<file path="config.mk">
export PLATFORM = sky130hd
export DESIGN_NAME = link_cable_peer
export DESIGN_NICKNAME = d
export VERILOG_FILES = /design/src/rtl/link_cable_peer.sv
export SDC_FILE = /design/constraint.sdc
export NUM_CORES = 1
export LEC_CHECK = 0
export CORE_MARGIN = 1
export CORE_UTILIZATION = 37
export CTS_BUF_LIST = sky130_fd_sc_hd__clkbuf_4 sky130_fd_sc_hd__clkbuf_8
export DETAILED_ROUTE_END_ITERATION = 12
export DONT_BUFFER_PORTS = 1
export SYNTH_ARGS = -nofsm -noshare
export SYNTH_HDL_FRONTEND = slang
export SYNTH_SLANG_ARGS = --single-unit
</file>
<file path="constraint.sdc">
create_clock -name cpu_clock -period 1.9 [get_ports cpu_clock]
set_input_delay 0.285 -clock cpu_clock [delete_from_list [all_inputs] [get_ports cpu_clock]]
set_output_delay 0.285 -clock cpu_clock [all_outputs]
set_load 0.02 [all_outputs]
</file>
<file path="src/rtl/link_cable_peer.sv">
// rtl/link_cable_peer.sv - Game Boy link-cable slave peer (external-clock serial byte exchanger)
// Optional feature: define LINK_CABLE_PEER_TIMEOUT_EN to abort partial bytes after TIMEOUT_CYCLES idle cycles.
module link_cable_peer #(
  parameter int         SYNC_STAGES    = 2,
  parameter int         TIMEOUT_CYCLES = 4096,
  parameter logic [7:0] IDLE_BYTE      = 8'hFF
) (
  input  logic       cpu_clock,
  input  logic       reset_n,
  input  logic       sck_in,
  input  logic       sout_in,
  output logic       sin_out,
  input  logic [7:0] tx_data,
  input  logic       tx_valid,
  output logic       tx_ready,
  output logic [7:0] rx_data,
  output logic       rx_valid,
  output logic       busy,
  output logic       err_timeout
);

  typedef enum logic [1:0] {IDLE, SHIFT, DONE} state_t;

  state_t                 state;
  logic [SYNC_STAGES-1:0] sck_sync;
  logic [SYNC_STAGES-1:0] sout_sync;
  logic                   sck_prev;
  logic                   sck_fall;
  logic                   sck_rise;
  logic                   sout_s;
  logic [7:0]             shifter;
  logic [7:0]             hold_data;
  logic                   hold_full;
  logic [3:0]             bit_cnt;
  logic                   load;
  logic                   start;
  logic [7:0]             start_byte;

  assign sck_fall   = sck_prev & ~sck_sync[SYNC_STAGES-1];
  assign sck_rise   = ~sck_prev & sck_sync[SYNC_STAGES-1];
  assign sout_s     = sout_sync[SYNC_STAGES-1];
  assign tx_ready   = ~hold_full;
  assign load       = tx_valid & ~hold_full;
  assign start      = (state == IDLE) & sck_fall;
  // Byte start uses the pre-cycle holding content, so a coincident load waits for the next transfer.
  assign start_byte = hold_full ? hold_data : IDLE_BYTE;
  assign busy       = (state != IDLE);

  // Bring the master's clock and data into the cpu_clock domain and keep a delayed sck copy for edge detection.
  always_ff @(posedge cpu_clock or negedge reset_n) begin
    if (!reset_n) begin
      sck_sync  <= '1;
      sout_sync <= '1;
      sck_prev  <= 1'b1;
    end else begin
      sck_sync  <= {sck_sync[SYNC_STAGES-2:0], sck_in};
      sout_sync <= {sout_sync[SYNC_STAGES-2:0], sout_in};
      sck_prev  <= sck_sync[SYNC_STAGES-1];
    end
  end

  // Single-entry holding register for the next response byte.
  always_ff @(posedge cpu_clock or negedge reset_n) begin
    if (!reset_n) begin
      hold_full <= 1'b0;
      hold_data <= 8'h00;
    end else if (load) begin
      hold_full <= 1'b1;
      hold_data <= tx_data;
    end else if (start) begin
      hold_full <= 1'b0;
    end
  end

`ifdef LINK_CABLE_PEER_TIMEOUT_EN
  logic [15:0] idle_cnt;
`else
  assign err_timeout = 1'b0;
`endif

  // Transfer FSM: start on a falling edge, sample on rising edges, drive on falling edges, publish after 8 bits.
  always_ff @(posedge cpu_clock or negedge reset_n) begin
    if (!reset_n) begin
      state    <= IDLE;
      shifter  <= 8'h00;
      bit_cnt  <= 4'd0;
      sin_out  <= 1'b1;
      rx_data  <= 8'h00;
      rx_valid <= 1'b0;
`ifdef LINK_CABLE_PEER_TIMEOUT_EN
      idle_cnt    <= 16'd0;
      err_timeout <= 1'b0;
`endif
    end else begin
      rx_valid <= 1'b0;
`ifdef LINK_CABLE_PEER_TIMEOUT_EN
      err_timeout <= 1'b0;
      idle_cnt    <= 16'd0;
`endif
      case (state)
        IDLE: begin
          if (sck_fall) begin
            shifter <= start_byte;
            sin_out <= start_byte[7];
            bit_cnt <= 4'd0;
            state   <= SHIFT;
          end
        end
        SHIFT: begin
          if (sck_rise) begin
            shifter <= {shifter[6:0], sout_s};
            bit_cnt <= bit_cnt + 4'd1;
            if (bit_cnt == 4'd7) state <= DONE;
          end else if (sck_fall && bit_cnt != 4'd0) begin
            sin_out <= shifter[7];
          end
`ifdef LINK_CABLE_PEER_TIMEOUT_EN
          // A stalled master leaves a partial byte; abandon it once the line has been quiet long enough.
          if (!sck_rise && !sck_fall) begin
            if (idle_cnt + 16'd1 == 16'(TIMEOUT_CYCLES)) begin
              state       <= IDLE;
              sin_out     <= 1'b1;
              bit_cnt     <= 4'd0;
              err_timeout <= 1'b1;
            end else begin
              idle_cnt <= idle_cnt + 16'd1;
            end
          end
`endif
        end
        DONE: begin
          rx_data  <= shifter;
          rx_valid <= 1'b1;
          bit_cnt  <= 4'd0;
          state    <= IDLE;
        end
        default: begin
          state   <= IDLE;
          bit_cnt <= 4'd0;
        end
      endcase
    end
  end

endmodule

</file>
* Word level (Yosys, flattened, before mapping)
Cells that the tools add are included.
Storage, ports and cells: register bits after elaboration 38, input bits 13, output and inout bits 13, logic and storage cells 55
Cells by class: $add $sub $neg 1, equality and inequality tests 8, multiplexer cells 18, bitwise logic cells 7, reductions and logical operators 10
Operators with widths (number):
- $mux W8 | 3
- $pmux W8 S2 | 1
- $ne A2 B2 Y1 const B | 5
- $mux W4 | 2
- $pmux W4 S2 | 1
- $mux W1 | 6
- $mux W2 | 3
- $reduce_and A3 Y1 | 2
- $reduce_bool A2 Y1 | 3
- $add A4 B1 Y4 const B | 1
- $and A1 B1 Y1 | 4
- $eq A4 B3 Y1 const B | 1
- $pmux W2 S2 | 1
- $reduce_and A4 Y1 | 1
- $reduce_bool A4 Y1 | 1
- $not A1 Y1 | 3
- $eq A2 B1 Y1 const B | 1
- $eq A2 B2 Y1 const B | 1
- $logic_not A2 Y1 | 1
- $pmux W1 S2 | 1
- $reduce_and A2 Y1 | 1
- $logic_and A1 B1 Y1 | 1

* Longest topological paths before layout
depth after elaboration 6, mapped depth 5, mapped depth without buffers 5

* Worst setup path before layout
No wires, ideal clock.
kind register to register, start register sck_prev, end register shifter[0], library setup time 0.125 ns, arrival 1.549 ns, required time 1.775 ns, slack 0.227 ns, stages on the path, launching flop included 4, buffers on the path 0, period minus slack after synthesis 1.673 ns, cell sequence dfstp_2 -> or3b_4 -> a21oi_4 -> mux2_2
On the way: word-level cells in the longest chain between the ends 4, elaborated cells on any way between the ends 6
Ends and longest elaborated chain:
- start, declared | RTL line 27 | logic sck_prev;
- start signal, assigned | RTL line 58 | sck_prev <= sck_sync[SYNC_STAGES-1];
- $not A1 Y1 | RTL line 40 | assign sck_rise = ~sck_prev & sck_sync[SYNC_STAGES-1];
- $and A1 B1 Y1 | RTL line 40
- $ne A2 B2 Y1 (no source line)
- $reduce_and A3 Y1 (no source line) (*)
- end signal, assigned | RTL line 103 | shifter <= start_byte;
- end signal, assigned | RTL line 111 | shifter <= {shifter[6:0], sout_s};
- end, declared | RTL line 31 | logic [7:0] shifter;
Every way passes the cells marked *; elsewhere a longest branch is shown, timed or not. A chain may end at the register's enable or synchronous reset.

* Worst setup path after layout
start register state[0], end register shifter[5]
On the way: word-level cells in the longest chain between the ends 3, elaborated cells on any way between the ends 7
Ends and longest elaborated chain:
- start, declared | RTL line 24 | state_t state;
- start signal, assigned | RTL line 84 | state <= IDLE;
- start signal, assigned | RTL line 106 | state <= SHIFT;
- start signal, assigned | RTL line 113 | if (bit_cnt == 4'd7) state <= DONE;
- $eq A2 B1 Y1 / $logic_not A2 Y1 (equally long branches) | RTL line 100 | case (state)
- $ne A2 B2 Y1 (no source line) / $reduce_bool A2 Y1 (equally long branches)
- $reduce_and A3 Y1 (no source line)
Parallel ways exist; a longest one is shown, timed or not.

==> impl_metrics.ini <==
[status]
status = finished, final reports clean

[cts]
post-cts-setup-buffers = 0
htree_levels = 2
clk_pin_slew_ns = 0.08
clock_sinks = 38
cts_tree = done
ctsResizeCount = 0
insertion_delay_ns = 0.29
ctsRootBufferMaster = clkbuf_8
cts_made_buffers = 5
clk_path_buf_depth = 2

[yosys]
yosys.area.top_type_share = 0.465
async_flop_share = 1.00
seq_area_frac_synth = 0.557
synth_most_common_cell = dfrtp_1
syn_area_um2 = 1720
synth.net_count = 157
yosysTopAreaCell = dfrtp_1
netlist_top_cells_area = dfrtp_1, mux2_2, dfstp_2
yosys_warnings = 0
synthDistinctLibCells = 30
syn_area_per_cell_um2 = 12.1
synth_flop_cell = dfrtp_1
synth_commonest_cells = dfrtp_1, mux2_2, nand2b_1
ys_ff_latch = 38
synth_cells = 142
synth_edf_count = 0

[final_layout]
antennaDiodeCount = 0
syn_to_final_growth_pct = 12.5
final_nets = 166
nFillCells = 428
fin_cells = 204
drive_gt1_frac = 0.276

[sta]
setup_viol = 0
final_max_slew_viol_count = 0
finalCritPeriodShare = 0.884
finClkSkew_ns = 0.00838
fmax_mhz = 595
hold_violations = 0
fin_setup_tns_ns = 0
min_period_ns = 1.68
rsz0062_at_grt = no

[setup_path]
cp-start-kind = register
path_class = reg2reg
cp_slowest_cell = dfrtp_1
cp_top_family = flip-flops
worstPathRequired_ns = 2.11
path_buf_inv = 1
path_cells = or3b_4, a21oi_4, buf_4, mux2i_1
crit_path_end_kind = register
crit_fanout = 15
crit_path_max_incr_delay_ns = 0.52
worstPathArrival_ns = 1.89

[drt]
vias = 1055
via_per_inst = 5.17
drt_pass1_iterations = 4
wl_per_cell_um = 15.3
drt-met1-wl_mm = 1.48
routed_wl_mm = 3.11
final_antenna_net_count = 0
drt_iter0_markers = 52
drc = 0
route.met3.wl_um = 130
route.met2.wl_mm = 1.47
dr.max_layer_used = met4

[floorplan]
io_pins = 26
die-height_um = 70.2
dieArea_um2 = 4930
dieWidth_um = 70.2
core_area_um2 = 4410
row_count = 24
start_util = 0.390

[placed_design]
hpwl_mm = 2.13
io_buffer_count = 0
gp_congestion = 0.804
numPlacedInstances = 192

[pwr]
ir_worst_vdd_uv = 516
power_mw = 2.63
p_per_area_nw_per_um2 = 1360
power_leakage_nw = 0.863

[grt]
antenna_found_initial = 0
grt_usage = 0.135
grt_pass1_wl_mm = 5.10
grt_pass1_vias = 1097
grt_overflow = 0
grt_start_max_net_pins = 39

[run]
maxCapViolations = 0

[min_path]
hold_path_class = in2reg
==> cells in the final DEF, fill, tap and decap left out, types with 2 or more instances in the layout <==
| cell | count |
|---|---|
| a2111oi_0 | 2 |
| a21oi_1 | 6 |
| and2b_1 | 2 |
| buf_4 | 5 |
| clkbuf_8 | 6 |
| dfrtp_1 | 32 |
| dfstp_2 | 6 |
| dlygate4sd3_1 | 3 |
| ha_1 | 2 |
| inv_1 | 9 |
| mux2_2 | 20 |
| mux2i_1 | 9 |
| nand2_1 | 6 |
| nand2b_1 | 12 |
| nand3b_1 | 2 |
| nor2_1 | 2 |
| nor2b_1 | 2 |
| nor3_1 | 3 |
| nor3b_1 | 2 |
| nor4_1 | 2 |
| o21ai_0 | 6 |
| or2b_1 | 2 |
==> cell families after synthesis <==
logic type | after synthesis | share of synthesized area
AND/OR/NAND/NOR | 39 | 0.140
flip-flops | 38 | 0.557
multiplexers | 29 | 0.183
AO/OA/AOI/OAI | 17 | 0.0640
buffers and inverters | 16 | 0.0385
adder cells (fa/ha/maj) | 2 | 0.0145
other | 1 | 0.00218
==> registers in the layout, summed over array words and instances (netlist names) <==
signal     count
bit_cnt        4
hold_data      8
hold_full      1
rx_data        8
rx_valid       1
sck_prev       1
sck_sync       2
shifter        8
sin_out        1
sout_sync      2
state          2
==> stage by stage <==
stage / instance area [µm²] / setup WS, ns / util / hold WS (ns)
6_report: 1940 / 0.220 / 0.438 / 0.139
5_1_grt: 1940 / 0.123 / 0.438 / 0.125
4_1_cts: 1940 / 0.225 / 0.438 / 0.133
3_5_place_dp: 1790 / 0.214 / 0.406 / -0.00920
3_3_place_gp: 1790 / 0.270 / 0.406 / -0.00905
2_1_floorplan: 1720 / 0.227 / - / -0.0106
==> worst paths after layout <==
kind,endpoint,cells after the start,startpoint,slack (ns)
max,shifter[5]$_DFFE_PN0P_,4,state[0]$_DFFE_PN0P_,0.22
min,hold_data[2]$_DFFE_PN0P_,1,tx_data[2],0.14
max reg2reg,shifter[5]$_DFFE_PN0P_,4,state[0]$_DFFE_PN0P_,0.22
min reg2reg,sck_sync[1]$_DFF_PN1_,0,sck_sync[0]$_DFF_PN1_,0.36
max in group asynchronous,sck_sync[1]$_DFF_PN1_,2,reset_n,1.17
min in group asynchronous,rx_data[6]$_DFFE_PN0P_,2,reset_n,0.45
==> final cells by class <==
type | instances | area (µm²) | share of cell area
Multi-Input combinational cell | 88 | 696 | 0.359
Timing Repair Buffer | 9 | 87.6 | 0.0452
Inverter | 9 | 33.8 | 0.0175
Clock buffer | 6 | 82.6 | 0.0427
Tap cell | 52 | 65.1 | 0.0336
Sequential cell | 38 | 958 | 0.495
Clock inverter | 2 | 12.5 | 0.00646
==> report_power, final <==
group / internal (mW) / switching, mW / leakage (nW)
Sequential: 1.07 / 0.231 / 0.461
Combinational: 0.421 / 0.329 / 0.354
Clock: 0.292 / 0.286 / 0.0472
==> layer usage <==
metal | vias to the layer above | track usage
li1 | 501 | -
met1 | 534 | 0.169
met2 | 18 | 0.216
met3 | 2 | 0.0433
met4 | 0 | 0.0533
met5 | - | 0
==> timing repair <==
action | 4_1_cts | 5_1_grt
hold buffers | 4 | 0
endpoints found under the hold margin | 40 | 0
setup endpoints to repair | 0 | 0
Power figures use the tool's default switching activity.
==> variant 1: new RTL, same settings <==
Add a define of `LINK_CABLE_PEER_TIMEOUT_EN`.
--- a/src/rtl/link_cable_peer.sv
+++ b/src/rtl/link_cable_peer.sv
@@ -1,4 +1,6 @@
 // rtl/link_cable_peer.sv - Game Boy link-cable slave peer (external-clock serial byte exchanger)
 // Optional feature: define LINK_CABLE_PEER_TIMEOUT_EN to abort partial bytes after TIMEOUT_CYCLES idle cycles.
+`define LINK_CABLE_PEER_TIMEOUT_EN
+
 module link_cable_peer #(
   parameter int         SYNC_STAGES    = 2,
Formal check against the unedited RTL: same outputs for any inputs over 10 cycles, from zero or initial values and one cycle with reset_n low; that may be too few to reach the edited logic, so the function may still have changed.
==> variant 1 against the original RTL <==
  * The run now ends with setup timing left
  * Setup slack got worse by 330 ps
  * Sequential cell count increased by 17
  * Routed wire length increased by 78%
  * Sequential power increased by 27%
  * Power rose by 17%
  * Fmax shrank 16%
  * Synthesized area increased by 54%
  * Final area grew 73%
  * Largest cell class unchanged
  * First-iteration DRC count up 25%
  * Highest routed layer unchanged
  * Largest power group unchanged
  * Sequential share of layout area down 8.1 points
  * Final cell count grew 88%
  * Synthesized cell count increased by 71%
==> variant 1: results (changes against the original RTL) <==
- Outcome: complete, but fails checks
- Failing checks: setup timing
- Int Power: 2.093 mW (+17%)
- Worst-case hold path end point: hold_data[5]
- Post-synth top cells: 49 x dfrtp_1, 29 x nor2_1, 26 x nand2_1
- Vias in the first global route: 1861 (+70%)
- Worst reg2reg path startpoint: idle_cnt[0]
- Starting DRT DRC Count: 65 (+25%)
- RD Place Congestion: 0.8073 (+0.47%)
- Met2 WL post-DR: 2709 um (+84%)
- Filler Cell Count: 650 (+52%)
- Post-DP HPWL: 3700 um (+73%)
- Adder-cell share of the synthesized area: 2.366% (+0.91 points)
- Synth unique cells: 46 (+53%)
- GRT Util Overall: 15.90% (+2.4 points)
- Critical path arrival: 2200 ps (+310 ps)
- Comb pwr share: 25.0% (-3.5 points)
- Area grow syn2layout: 26.41%
- VDD IR max: 0.5391 mV (+4.5%)
- Seq/Total Area, Yosys: 52.34% (-3.4 points)
- Worst hold margin: 123.3 ps (-15.91 ps)
- Crit Path Max Fanout: 8 (-7)
- M1 GR Usage: 21.59% (+4.7 points)
- Post-Synth XOR/XNOR Area: 4.969% (+5.0 points)
- Dpl cells: 365 (+90%)
- Synth area leaders: dfrtp_1 46%, mux2_2 6.8%, dfstp_2 6.0%
- Post-place instance area: 2977 um2 (+66%)
- Power, Total: 3.087 mW (+17%)
- Sequential power: 1.65 mW (+27%)
- Synth Area in Compound Gates: 11.31% (+4.9 points)
- Leakage power: 1.471 nW (+71%)
- Setup TNS after final layout: -692.1 ps (-692.1 ps)
- Post-Syn Area per Cell: 10.88 um2 (-10%)
- DR WL/cell: 14.43 um (-5.4%)
- Wire length on met1: 2575 um (+74%)
- PnR worst setup slack: -109.3 ps (-329.2 ps)
- Post-synthesis mux area share: 7.194% (-11 points)
- CTS clk-pin slew, worst paths: 100 ps (+20 ps)
- Layout cells sized above 1: 35.42% (+7.8 points)
- Reg2Reg Depth: 7 (+3)
- First-pass GRT wire length: 9266 um (+82%)
- R2r endpoint: bit_cnt[0]
- Clock Skew: 8.584 ps (+0.2059 ps)
- Clock Latency Late Sink: 310 ps (+20 ps)
- CP max stage cell: dfrtp_2
- Met3 WL: 232 um (+78%)
- Crit path largest cell delay: 440 ps (-80 ps)
- Final setup viols: 8 (+8)
- Synth warn: 0 (unchanged)
- HP Start: tx_data[5]
- Met3 GRT Util: 4.095% (-0.23 points)
- Vias per cell: 4.951 (-4.3%)
==> variant 1: changes by cell type in the layout (fill, tap and decap cells not counted), moves of 5 or more <==
cell / before / now
a31oi_1: 0 / 7
buf_4: 5 / 38
dfrtp_1: 32 / 48
mux2i_1: 9 / 0
nand2_1: 6 / 25
nand2b_1: 12 / 2
nor2_1: 2 / 28
o21ai_0: 6 / 11
xnor2_1: 0 / 6
xor2_1: 0 / 7
==> variant 1: layout make-up <==
type | count | share of cell area, %
Clock buffer | 6 | 2.284
Clock inverter | 2 | 0.5241
Inverter | 8 | 0.8985
Multi-Input combinational cell | 172 | 39.98
Sequential cell | 55 | 41.45
Tap cell | 96 | 3.594
Timing Repair Buffer | 45 | 11.27
==> variant 1: timing repair <==
action,in CTS,in global routing
pin swaps,7,7
hold buffers,4,0
endpoints found under the hold margin,57,0
gates resized for setup,18,10
setup buffers,4,6
setup endpoints to repair,8,11
==> variant 2: new RTL, same flow settings <==
Made on the original files. Re-encode `state_t` (3 states) as one-hot, 3 bits wide.
--- a/src/rtl/link_cable_peer.sv
+++ b/src/rtl/link_cable_peer.sv
@@ -20,5 +20,5 @@
 );
 
-  typedef enum logic [1:0] {IDLE, SHIFT, DONE} state_t;
+  typedef enum logic [2:0] {IDLE = 3'b001, SHIFT = 3'b010, DONE = 3'b100} state_t;
 
   state_t                 state;
Function: same outputs for any inputs over 10 cycles, from zero or initial values and one cycle with reset_n low; not proved beyond that.
==> variant 2 against the original RTL <==
  * Sequential cell count is 1 higher
  * Global-route usage increased by 1.1 points
  * Synthesized area up 0.73%
  * Power shrank 11%
  * Final area increased by 0.52%
  * Sequential power is 5% lower
  * Routed wire length increased by 3.2%
  * Setup slack got worse by 25 ps
  * Sequential share of layout area grew 1.1 points
  * Critical path type is now reg2out
==> variant 2: results (changes against the original RTL) <==
- Crit path to: busy
- GRT Util Overall: 14.61% (+1.1 points)
- Synth area leaders: dfrtp_1 46%, dfstp_2 11%, mux2_2 10%
- CP max stage cell: dfstp_2
- Crit Path Max Fanout: 8 (-7)
- Worst reg2reg path startpoint: state[2]
- PnR worst setup slack: 195.4 ps (-24.54 ps)
- Outcome: complete, no violations
- First-pass GRT wire length: 5623 um (+10%)
- Synth Net Count: 160 (+1.9%)
- Clock Skew: 8.427 ps (+0.04860 ps)
- Met3 WL: 148 um (+14%)
- Flop2flop setup slack: 350 ps (+130 ps)
- Crit path largest cell delay: 590 ps (+70 ps)
- Starting DRT DRC Count: 21 (-60%)
- Place WS: 344.4 ps (+129.9 ps)
- Post-synth top cells: 32 x dfrtp_1, 16 x mux2_2, 12 x a21oi_1, 12 x o21ai_0, 11 x nand2_1
- Vias in the first global route: 1216 (+11%)
- R2r endpoint: shifter[0]
- Layout cells sized above 1: 29.94% (+2.3 points)
- Wire length on met1: 1351 um (-8.9%)
- Leakage power: 0.8801 nW (+2.0%)
- Synth unique cells: 36 (+20%)
- Post-DP HPWL: 2243 um (+5.1%)
- Routed vias: 1132 (+7.3%)
- Critical Path Source: state[0]
variant 2: cell count changes in the layout (fill, tap and decap cells not counted), moves of 4 or more:
cell      unedited run  this run
mux2i_1              9         1
o21a_1               0         7
mux2_2              20        16
nand2b_1            12         2
nand3_1              0         4
inv_1                9         3
o21ai_0              6        12
a21oi_1              6        12
nand2_1              6        11
variant 2: layer usage:
metal  GRT usage, %  vias up
met1          16.59      569
met4          6.667        0
li1               -      531
met3          4.618        8
met2          24.87       24
met5              0        -
variant 2: logic make-up after synthesis:
group / count (synthesis) / synth area share (%)
AOI/OAI and AO/OA: 40 / 14.37
DFF: 39 / 56.82
and+or+nand+nor: 35 / 12.42
muxes: 17 / 10.97
buffers and inverters: 10 / 3.248
adders and majority gates: 2 / 1.444
other: 1 / 0.2164
xor gates and xnor gates: 1 / 0.5055
variant 2: area by class of cell:
cell class / count / area [um2]
Clock buffer: 7 / 83.83
Fill cell: 416 / 2469
Timing Repair Buffer: 10 / 95.09
Multi-Input combinational cell: 96 / 696.9
Inverter: 4 / 15.01
Tap cell: 52 / 65.06
Sequential cell: 39 / 984.7
Clock inverter: 1 / 5.005
variant 2: repair_timing:
item	4_1_cts	5_1_grt
hold buffers	4	0
resized for setup	0	1
buffers inserted	0	0
endpoints found under the hold margin	41	0
endpoints found under the setup margin	0	1
variant 2: through the flow:
step | cell area (um2) | total power [mW] | std cells | hold slack (ps) | util [%]
6_report | 1946 | 2.350 | 209 | 144.1 | 44.08
5_1_grt | 1946 | 2.507 | 209 | 133.4 | 44.08
4_1_cts | 1941 | 2.380 | 209 | 136.0 | 43.96
3_5_place_dp | 1802 | 1.789 | 197 | -8.977 | 40.82
3_3_place_gp | 1802 | 1.765 | 197 | -8.797 | 40.82
2_1_floorplan | 1733 | 1.622 | 145 | -10.59 | -
variant 2: report_power, final:
group,total [mW],switching [mW],internal (mW)
clock network,0.557,0.272,0.286
logic,0.555,0.263,0.292
registers,1.24,0.182,1.06
total,2.35,0.717,1.63
variant 2: worst min-delay path by stage:
| stage | start | end | slack [ps] | depth (start not counted) |
|---|---|---|---|---|
| 2_1_floorplan | reset_n | bit_cnt[0] | -10 | 0 |
| 3_3_place_gp | reset_n | bit_cnt[2] | -9 | 0 |
| 3_5_place_dp | reset_n | state[1] | -9 | 0 |
| 4_1_cts | tx_data[1] | hold_data[1] | 140 | 1 |
| 5_1_grt | tx_data[3] | hold_data[3] | 130 | 1 |
| 6_report | tx_data[7] | hold_data[7] | 140 | 1 |
variant 2: worst max-delay path: cells and delay by family, from the launching register on:
kind                   cells  cell delay [ps]
flip-flops                 1              590
buffers and inverters      2              270
AND/OR/NAND/NOR            1              270
